[config.mk]
export PLATFORM = sky130hd
export DESIGN_NAME = serial_add_seq
export DESIGN_NICKNAME = d
export VERILOG_FILES = /design/src/rtl/serial_add_seq.sv
export SDC_FILE = /design/constraint.sdc
export NUM_CORES = 1
export LEC_CHECK = 0
export BUFFER_PORTS_ARGS = -buffer_cell sky130_fd_sc_hd__buf_4
export CAP_MARGIN = 5
export CORE_ASPECT_RATIO = 1.4
export CORE_MARGIN = 10
export CORE_UTILIZATION = 55
export CTS_BUF_LIST = sky130_fd_sc_hd__clkbuf_2 sky130_fd_sc_hd__clkbuf_4 sky130_fd_sc_hd__clkbuf_8
export CTS_CLUSTER_SIZE = 28
export DETAILED_ROUTE_END_ITERATION = 7
export PLACE_DENSITY = 0.8
export REMOVE_ABC_BUFFERS = 1
export SYNTH_ARGS = -nofsm -noshare
export SYNTH_HDL_FRONTEND = slang
export SYNTH_SLANG_ARGS = --single-unit
[constraint.sdc]
create_clock -name clk -period 2.3 [get_ports clk]
set_input_delay 0.46 -clock clk [delete_from_list [all_inputs] [get_ports clk]]
set_output_delay 0.46 -clock clk [all_outputs]
set_load 0.01 [all_outputs]
[src/rtl/serial_add_seq.sv]
// Bit-serial LSB-first adder with valid/ready handshakes on both sides.
// Optional signed-overflow flag built when SERIAL_ADD_OVF_EN is defined.

module halfadd_d (
    input  logic i_a,
    input  logic i_b,
    output logic o_s,
    output logic o_c
);
    assign o_s = i_a ^ i_b;
    assign o_c = i_a & i_b;
endmodule

module serial_add_seq #(
    parameter int WIDTH = 8
) (
    input  logic             clk,
    input  logic             rst_n,
    input  logic             in_valid,
    output logic             in_ready,
    input  logic [WIDTH-1:0] a_in,
    input  logic [WIDTH-1:0] b_in,
    output logic             out_valid,
    input  logic             out_ready,
    output logic [WIDTH-1:0] sum,
    output logic             cout,
    output logic             ovf
);
    localparam int CW = (WIDTH > 1) ? $clog2(WIDTH) : 1;
    localparam logic [CW-1:0] LAST      = CW'(WIDTH - 1);
    localparam logic [CW-1:0] NEXT_LAST = CW'(WIDTH - 2);

    typedef enum logic [1:0] {
        IDLE = 2'd0,
        BUSY = 2'd1,
        DONE = 2'd2
    } state_t;

    state_t           r_state;
    state_t           w_state_nxt;
    logic [WIDTH-1:0] r_a;
    logic [WIDTH-1:0] r_b;
    logic [WIDTH-1:0] r_sum;
    logic             r_carry;
    logic [CW-1:0]    r_count;
    logic             r_cout;

    logic w_s0;
    logic w_c0;
    logic w_s1;
    logic w_c1;
    logic w_carry_nxt;

    halfadd_d u_ha0 (
        .i_a (r_a[0]),
        .i_b (r_b[0]),
        .o_s (w_s0),
        .o_c (w_c0)
    );

    halfadd_d u_ha1 (
        .i_a (w_s0),
        .i_b (r_carry),
        .o_s (w_s1),
        .o_c (w_c1)
    );

    assign w_carry_nxt = w_c0 | w_c1;

    always_ff @(posedge clk or negedge rst_n) begin
        if (!rst_n) begin
            r_state <= IDLE;
        end else begin
            r_state <= w_state_nxt;
        end
    end

    always_comb begin
        w_state_nxt = r_state;
        in_ready    = 1'b0;
        out_valid   = 1'b0;
        case (r_state)
            IDLE: begin
                in_ready = 1'b1;
                if (in_valid) w_state_nxt = BUSY;
            end
            BUSY: begin
                if (r_count == LAST) w_state_nxt = DONE;
            end
            DONE: begin
                out_valid = 1'b1;
                if (out_ready) w_state_nxt = IDLE;
            end
            default: w_state_nxt = IDLE;
        endcase
    end

    // One sum bit per BUSY edge; operands shift right so bit 0 is always current.
    always_ff @(posedge clk or negedge rst_n) begin
        if (!rst_n) begin
            r_a     <= '0;
            r_b     <= '0;
            r_sum   <= '0;
            r_carry <= 1'b0;
            r_count <= '0;
            r_cout  <= 1'b0;
        end else begin
            case (r_state)
                IDLE: begin
                    if (in_valid) begin
                        r_a     <= a_in;
                        r_b     <= b_in;
                        r_carry <= 1'b0;
                        r_count <= '0;
                    end
                end
                BUSY: begin
                    r_sum   <= {w_s1, r_sum[WIDTH-1:1]};
                    r_carry <= w_carry_nxt;
                    r_a     <= {1'b0, r_a[WIDTH-1:1]};
                    r_b     <= {1'b0, r_b[WIDTH-1:1]};
                    r_count <= r_count + 1'b1;
                    if (r_count == LAST) r_cout <= w_carry_nxt;
                end
                default: ;
            endcase
        end
    end

    assign sum  = r_sum;
    assign cout = r_cout;

`ifdef SERIAL_ADD_OVF_EN
    logic r_carry_msb;
    logic r_ovf;

    // Overflow when the carry into the MSB differs from the carry out of it.
    always_ff @(posedge clk or negedge rst_n) begin
        if (!rst_n) begin
            r_carry_msb <= 1'b0;
            r_ovf       <= 1'b0;
        end else if (r_state == BUSY) begin
            if (r_count == NEXT_LAST) r_carry_msb <= w_carry_nxt;
            if (r_count == LAST)      r_ovf       <= r_carry_msb ^ w_carry_nxt;
        end
    end

    assign ovf = r_ovf;
`else
    assign ovf = 1'b0;
`endif

endmodule

# ---- After elaboration in Yosys (flattened, before gate mapping)
# Index checks and enable logic that the tools add are counted.
dict set report word_totals {
  regBits 31
  latchBits 0
  ramBits 0
  rom_bits 0
  input_bits 20
  output_inout_bits 12
  wordCells 38
  mem_count 0
}
dict set report classes {
  addsub 1
  multipliers 0
  n_div 0
  magnitude_cmp 0
  n_eq_ne 6
  n_shift 0
  muxes 14
  bitwise_logic 5
  reduce_logical 5
}
# cell n
set ops {}
lappend ops {{8-bit case mux with 2 select lines} 2}
lappend ops {{8-bit two-way mux} 2}
lappend ops {{2-bit two-way mux} 3}
lappend ops {{2-bit != test, second input constant} 3}
lappend ops {{2-bit case mux with 3 select lines} 1}
lappend ops {{3-bit case mux with 2 select lines} 1}
lappend ops {{2-bit AND reduction} 2}
lappend ops {{3-bit by 1-bit adder with 3-bit output, second input constant} 1}
lappend ops {{3-bit == test, second input constant} 1}
lappend ops {{1-bit two-way mux} 3}
lappend ops {{3-bit two-way mux} 1}
lappend ops {{3-bit AND reduction} 1}
lappend ops {{1-bit bitwise AND} 2}
lappend ops {{2-bit by 1-bit == test with 1-bit output, second input constant} 1}
lappend ops {{2-bit == test, second input constant} 1}
lappend ops {{2-bit zero test} 1}
lappend ops {{1-bit case mux with 2 select lines} 1}
lappend ops {{2-bit nonzero test} 1}
lappend ops {{1-bit bitwise XOR} 2}
lappend ops {{1-bit bitwise OR} 1}

# ---- Depth between registers and ports, before layout
# Gate-level depths: netlist of the first run.
dict set report logic_depth {
  depth_word 4
  ltp_mapped 4
  depth_no_buf 4
}

# ---- Hierarchy
# From an unflattened synthesis of the first run, not the netlist that was laid out.
dict set report hier_totals {
  cells_unflattened 131
  area_unflattened_um2 1547.7
}
# mod instances cells_each area_each_um2 seq_area_each_um2
set by_module_without_submodules {}
lappend by_module_without_submodules {serial_add_seq 1 129 1522.7 775.7}
lappend by_module_without_submodules {halfadd_d 2 1 12.5 0.0}

# ---- Worst setup path after synthesis of the first run
# OpenSTA, ideal clock, no wires.
dict set report synth_timing {
  kind {reg2out}
  from {reg r_state[1]}
  to {out in_ready}
  t_arrival_ns 0.880
  t_required_ns 1.840
  setup_slack_ns 0.960
  path_stages_with_launch 4
  path_buffers 2
  cell_sequence {dfrtp_1 buf_6 buf_2 nor2_1}
}
dict set report synth_via {
  elab_chain_len 2
}
# element line_no
set synth_rtl {}
lappend synth_rtl {{from (decl)} 39} ;# state_t r_state;
lappend synth_rtl {{from (signal assigned)} 74} ;# r_state <= w_state_nxt;
lappend synth_rtl {{2-bit zero test} 82} ;# case (r_state)
lappend synth_rtl {{1-bit two-way mux} 82}
lappend synth_rtl {{to (decl)} 20} ;# output logic in_ready,
# No other way between the ends.

# ---- Final worst setup path of the first run
dict set report layout_timing {
  from {reg r_state[0]}
  to {out out_valid}
}
dict set report layout_via {
  elab_chain_len 2
}
# element line_no
set layout_rtl {}
lappend layout_rtl {{2-bit == test} 82}
lappend layout_rtl {{1-bit two-way mux} 82}
lappend layout_rtl {{to (decl)} 23} ;# output logic out_valid,
# No other way between the ends.

==> impl_metrics.json, run 1 <==
{
  "status": "complete, no violations",
  "syn_avg_cell_area_sq_um": 12.5,
  "die_h_um": 82.1,
  "final_antenna_net_count": 0,
  "yosysTopAreaCellShare_pct": 51.2,
  "wl_per_cell_um": 16.6,
  "overflow": 0,
  "synth_top_family_by_area": "simple AND/OR/NAND/NOR gates",
  "clockBufferDepth": 2,
  "syn_area_sq_um": 1520,
  "rows": 22,
  "grt_first_pass_wirelength_mm": 5.19,
  "vias": 1045,
  "dpl.hpwl_mm": 2.29,
  "io_buffers": 30,
  "die-width_um": 64.4,
  "drt_first_pass_iters": 4,
  "cts.clk_slew.worst_paths_ns": 0.10,
  "tns_ns": 0,
  "synthTopCellsByArea": "dfrtp_1 (51%), mux2_2 (6.7%), nor3b_1 (5.0%)",
  "finalHoldViolations": 0,
  "yosysTopAreaCell": "dfrtp_1",
  "route.detailed.drc": 0,
  "cts_tree": "built",
  "synth_adder_area_share_pct": 2.97,
  "crit_fanout": 20,
  "ys_types": 27,
  "dieArea_sq_um": 5280,
  "synth-seq-area-share_pct": 51.2,
  "drive_gt1_share_pct": 38.4,
  "drv_slew": 0,
  "cts_htree_levels": 2,
  "io_pins": 32,
  "postCtsHoldBufs": 0,
  "fin_skew_ns": 0.00395,
  "diodes": 0,
  "antenna_found_initial": 0,
  "yosysWarnings": 0,
  "fmax_ghz": 0.533,
  "ctsResizeCount": 0,
  "vdd_ir_drop_max_v": 0.000866,
  "nets": 173,
  "worst_slew_pin_slew_ns": 0.575,
  "cp-end-kind": "output pin",
  "worst_hold_path_type": "in -> async",
  "gp_congestion": 0.790,
  "ys_seq_elements": 31,
  "start_util_pct": 57.3,
  "grt_max_degree": 32,
  "crit_type": "reg -> out",
  "min_period_ns": 1.88,
  "drt_iter0_markers": 61,
  "synth_compound_gate_area_share_pct": 13.1,
  "power.total_w": 0.00239,
  "syn_to_final_growth_pct": 19.4,
  "leakage_nw": 0.838,
  "rsz0062_at_grt": "false",
  "fin_worst_hold_slack_ns": 0.0524,
  "setup_viol": 0,
  "yosys.area_share.simple_pct": 18.2,
  "core-area_sq_um": 2640,
  "muxShareOfSynthArea_pct": 7.35,
  "root_buffer": "clkbuf_4",
  "cp.required_ns": 1.84,
  "synth_xor_area_share_pct": 0,
  "clkLatencyLatePin_ns": 0.32,
  "grt_pass1_vias": 1131,
  "cts_sinks": 31,
  "track_usage_pct": 12.3,
  "wl_mm": 3.10,
  "cts_made_buffers": 5,
  "power.density_nw_per_um2": 1320,
  "syn_inst": 121,
  "drv_cap": 0,
  "cts_setup_buffers": 0,
  "viasPerCell": 5.59,
  "relSlewSlack_pct": 61.7,
  "critical_path_arrival_ns": 1.42,
  "final.period_utilization_pct": 81.6,
  "critPathLaunchType": "register"
}
## critical path, stage by stage (launching register included)
cell,delay (ns)
dfrtp_1,0.72
nand2b_1,0.19
inv_1,0.05
buf_4,0.13
## sequential cells by signal, summed over array words and instances, names as in the netlist
name	cells
cout	1
sum	8
r_b	8
r_count	3
r_state	2
r_carry	1
r_a	8
## synthesized netlist by cell type (all sizes together)
| cell type | number |
|---|---|
| o221a | 6 |
| dfrtp | 31 |
| conb | 1 |
| nand2b | 4 |
| nand3b | 1 |
| mux2i | 1 |
| a22o | 3 |
| o21ai | 1 |
| nor4bb | 2 |
| o21bai | 1 |
| a211oi | 8 |
| mux2 | 9 |
| clkbuf | 1 |
| nor4b | 8 |
| nor2 | 1 |
| inv | 9 |
| nor2b | 1 |
| a21oi | 1 |
| nor3b | 10 |
| o21ba | 1 |
| a211o | 2 |
| ha | 2 |
| or4b | 6 |
| buf | 10 |
| fa | 1 |
## per-layer routing
layer | wire [um] | global-route usage, %
met5 | 0 | 0
met4 | 40 | 4.72
met3 | 149 | 4.18
met2 | 1620 | 21.8
met1 | 1300 | 13.3
## placed cells by master, fill, tap and decap left out, types with 2 or more instances in the layout
cell	n
nand2b_1	4
dfrtp_1	31
o221a_2	6
nor3b_1	10
a22o_1	3
buf_4	33
nor4bb_1	2
clkbuf_4	6
or4b_1	6
a211o_1	2
a211oi_1	8
inv_1	9
mux2_2	9
nor4b_1	8
clkbuf_8	2
ha_1	2
## final timing paths
| kind | slack (ns) | endpoint | cells past startpoint | startpoint |
|---|---|---|---|---|
| max | 0.42 | out_valid | 3 | r_state[0]$_DFFE_PN0P_ |
| min | 0.05 | r_b[4]$_DFFE_PN0P_ | 1 | rst_n |
| max reg2reg | 0.62 | sum[1]$_DFFE_PN0P_ | 2 | r_state[1]$_DFFE_PN0P_ |
| min reg2reg | 0.49 | r_count[0]$_DFFE_PN0P_ | 1 | r_count[0]$_DFFE_PN0P_ |
| max in group asynchronous | 1.97 | r_a[0]$_DFFE_PN0P_ | 1 | rst_n |
| min in group clk | 0.33 | r_state[1]$_DFFE_PN0P_ | 2 | out_ready |
## per-stage QoR
step                      setup WS, ns  instance area, sq um  util (%)  instances
final                            0.422                  1810      68.5        187
after global placement           0.692                  1740      65.7        179
after CTS                        0.451                  1810      68.5        187
after floorplan                  0.592                  1440         -        110
after global routing             0.309                  1810      68.5        187
after detailed placement         0.629                  1740      65.7        179
## area by class of cell
cell class                      instances  area [sq um]
Tap cell                               36          45.0
Clock buffer                            8          72.6
Fill cell                             216           833
Timing Repair Buffer                   33           248
Multi-Input combinational cell         70           634
Inverter                                9          33.8
Sequential cell                        31           776
## power breakdown
part / total (W) / internal (W) / leakage (nW) / switching, W
clock network: 0.000371 / 0.000192 / 0.0420 / 0.000179
registers: 0.00102 / 0.000812 / 0.365 / 0.000211
logic: 0.000999 / 0.000575 / 0.431 / 0.000424
## logic make-up after synthesis
logic type | count (synthesis)
compound gates | 23
other cells | 1
mux | 10
fa+ha+maj | 3
buf+inv | 20
simple gates | 33
flops | 31
Note: power is estimated with default switching activity, not from simulation.
==> run 2: changes to the inputs <==
CORE_UTILIZATION = 50   (was 55)
PLACE_DENSITY = 0.77   (was 0.8)
clock period = 1.7 ns   (was 2.3 ns; I/O delays follow)
==> impl_metrics.json, run 2 (same netlist as run 1, synthesis figures left out) <==
{
  "antenna_found_initial": 0,
  "mostFrequentLayoutCells": "buf_4 (35), dfrtp_1 (30), nor3b_1 (10), inv_1 (9), mux2_2 (9)",
  "clkLatencyLatePin_ns": 0.28,
  "drv_cap": 0,
  "met3_usage_pct": 5.26,
  "crit_chain": "buf_4 -> nand2b_1 -> inv_1 -> buf_4",
  "dpl.hpwl_mm": 2.36,
  "critPathLaunchType": "register",
  "wl_mm": 3.26,
  "grt_max_degree": 32,
  "setup_slack_ns": 0.0838,
  "status": "complete, no violations",
  "cts_made_buffers": 5,
  "cts.clk_slew.worst_paths_ns": 0.06,
  "design_area_sq_um": 1880,
  "vdd_ir_drop_max_v": 0.00107,
  "die_h_um": 85.1,
  "dieArea_sq_um": 5660,
  "dpl_worst_slack_ns": 0.134,
  "grt_pass1_vias": 1190,
  "critPathTopFamily": "flip-flops",
  "clockBufferDepth": 2,
  "cts_setup_buffers": 0,
  "syn_to_final_growth_pct": 24.2,
  "io_pins": 32,
  "n_fill_cell": 238,
  "vias": 1073,
  "placed_cell_area_sq_um": 1750,
  "cp.required_ns": 1.36,
  "cts_sinks": 31,
  "route.detailed.drc": 0,
  "setup_viol": 0,
  "crit_buf_inv": 3,
  "final_antenna_net_count": 0,
  "crit_fanout": 14,
  "layout.cells.most_common": "buf_4",
  "cp-end-kind": "output pin",
  "core-area_sq_um": 2880,
  "crit_type": "reg -> out",
  "slowest_delay_ns": 0.49,
  "wl_per_cell_um": 17.0,
  "power.density_nw_per_um2": 1860,
  "worst_hold_path_type": "in -> reg",
  "diodes": 0,
  "finalHoldViolations": 0,
  "root_buffer": "clkbuf_8",
  "rsz0062_at_grt": "false",
  "gr-usage-met1_pct": 13.8,
  "relSlewSlack_pct": 43.1,
  "leakage_nw": 0.871,
  "die-width_um": 66.5,
  "fin_skew_ns": 0.00535,
  "critical_path_arrival_ns": 1.28,
  "drt_first_pass_iters": 4,
  "start_util_pct": 52.7,
  "cts_tree": "built",
  "drv_slew": 0,
  "path_common_cell": "buf_4",
  "worst_slew_pin_slew_ns": 0.852,
  "track_usage_pct": 12.7,
  "rows": 23,
  "seqCellArea_sq_um": 777,
  "final.period_utilization_pct": 95.1,
  "busiest_layer": "met2",
  "multiInputGateArea_sq_um": 634,
  "worst_path_max_delay_cell": "dfrtp_2",
  "viasPerCell": 5.62,
  "drive_gt1_share_pct": 39.6,
  "nets": 176,
  "gp_congestion": 0.739,
  "overflow": 0,
  "min_period_ns": 1.62,
  "grt_first_pass_wirelength_mm": 5.64,
  "drt_iter0_markers": 37,
  "io_buffers": 30,
  "cts_htree_levels": 2,
  "fmax_ghz": 0.619,
  "met2_usage_pct": 20.4
}
## run 2: changes by cell type in the layout (fill, tap and decap cells not counted)
| cell | before | now |
|---|---|---|
| clkbuf_4 | 6 | 0 |
| clkbuf_8 | 2 | 6 |
| buf_4 | 33 | 35 |
| bufinv_16 | 0 | 1 |
| clkinv_2 | 0 | 1 |
| dfrtp_1 | 31 | 30 |
| dfrtp_2 | 0 | 1 |
| dlygate4sd3_1 | 0 | 1 |
## run 2: metal layers
metal  routed length [um]  vias to the layer above
met5                    0                        -
met4                   51                        0
met3                  212                        4
met2                 1680                       28
met1                 1310                      530
li1                     -                      511
## run 2: where the power goes
| part | internal, W | total [W] | switching (W) |
|---|---|---|---|
| Combinational | 0.000794 | 0.00140 | 0.000607 |
| Clock | 0.000474 | 0.000742 | 0.000269 |
| Sequential | 0.00111 | 0.00137 | 0.000260 |
| Total | 0.00237 | 0.00351 | 0.00114 |
## run 2: repair_timing
| action | 4_1_cts | 5_1_grt |
|---|---|---|
| endpoints found under the setup margin | 1 | 0 |
| endpoints found under the hold margin | 31 | 0 |
| gates resized for setup | 1 | 0 |
| hold buffers | 1 | 0 |
## run 2: worst paths after layout
path                                         from                endpoint  slack, ns  cells past startpoint
max                        r_state[0]$_DFFE_PN0P_               out_valid       0.08                      4
min                                     out_ready  r_state[1]$_DFFE_PN0P_       0.24                      2
min reg2reg                r_count[0]$_DFFE_PN0P_  r_count[0]$_DFFE_PN0P_       0.50                      1
max in group asynchronous                   rst_n  r_state[0]$_DFFE_PN0P_       0.87                      2
min in group asynchronous                   rst_n      r_a[7]$_DFFE_PN0P_       0.52                      2
max reg2reg                r_state[0]$_DFFE_PN0P_      r_b[3]$_DFFE_PN0P_       0.16                      2
## run 2: area by class of cell
type	count	share of cell area [%]
clock buffers	6	4.39
clock inverters	2	1.86
inverters	9	1.80
multi-input cells	70	33.7
flip-flops and latches	31	41.3
well taps	37	2.46
repair buffers	36	14.5
## run 2: metrics by stage
step           total power [W]  setup TNS, ns  instances  hold slack, ns  util, %
3_5_place_dp           0.00280              0        182           0.294     60.9
3_3_place_gp           0.00270              0        182           0.284     60.9
6_report               0.00351              0        191           0.244     65.4
4_1_cts                0.00356              0        191           0.233     65.4
2_1_floorplan          0.00223        -0.0510        110          0.0444        -
5_1_grt                0.00378              0        191           0.238     65.4
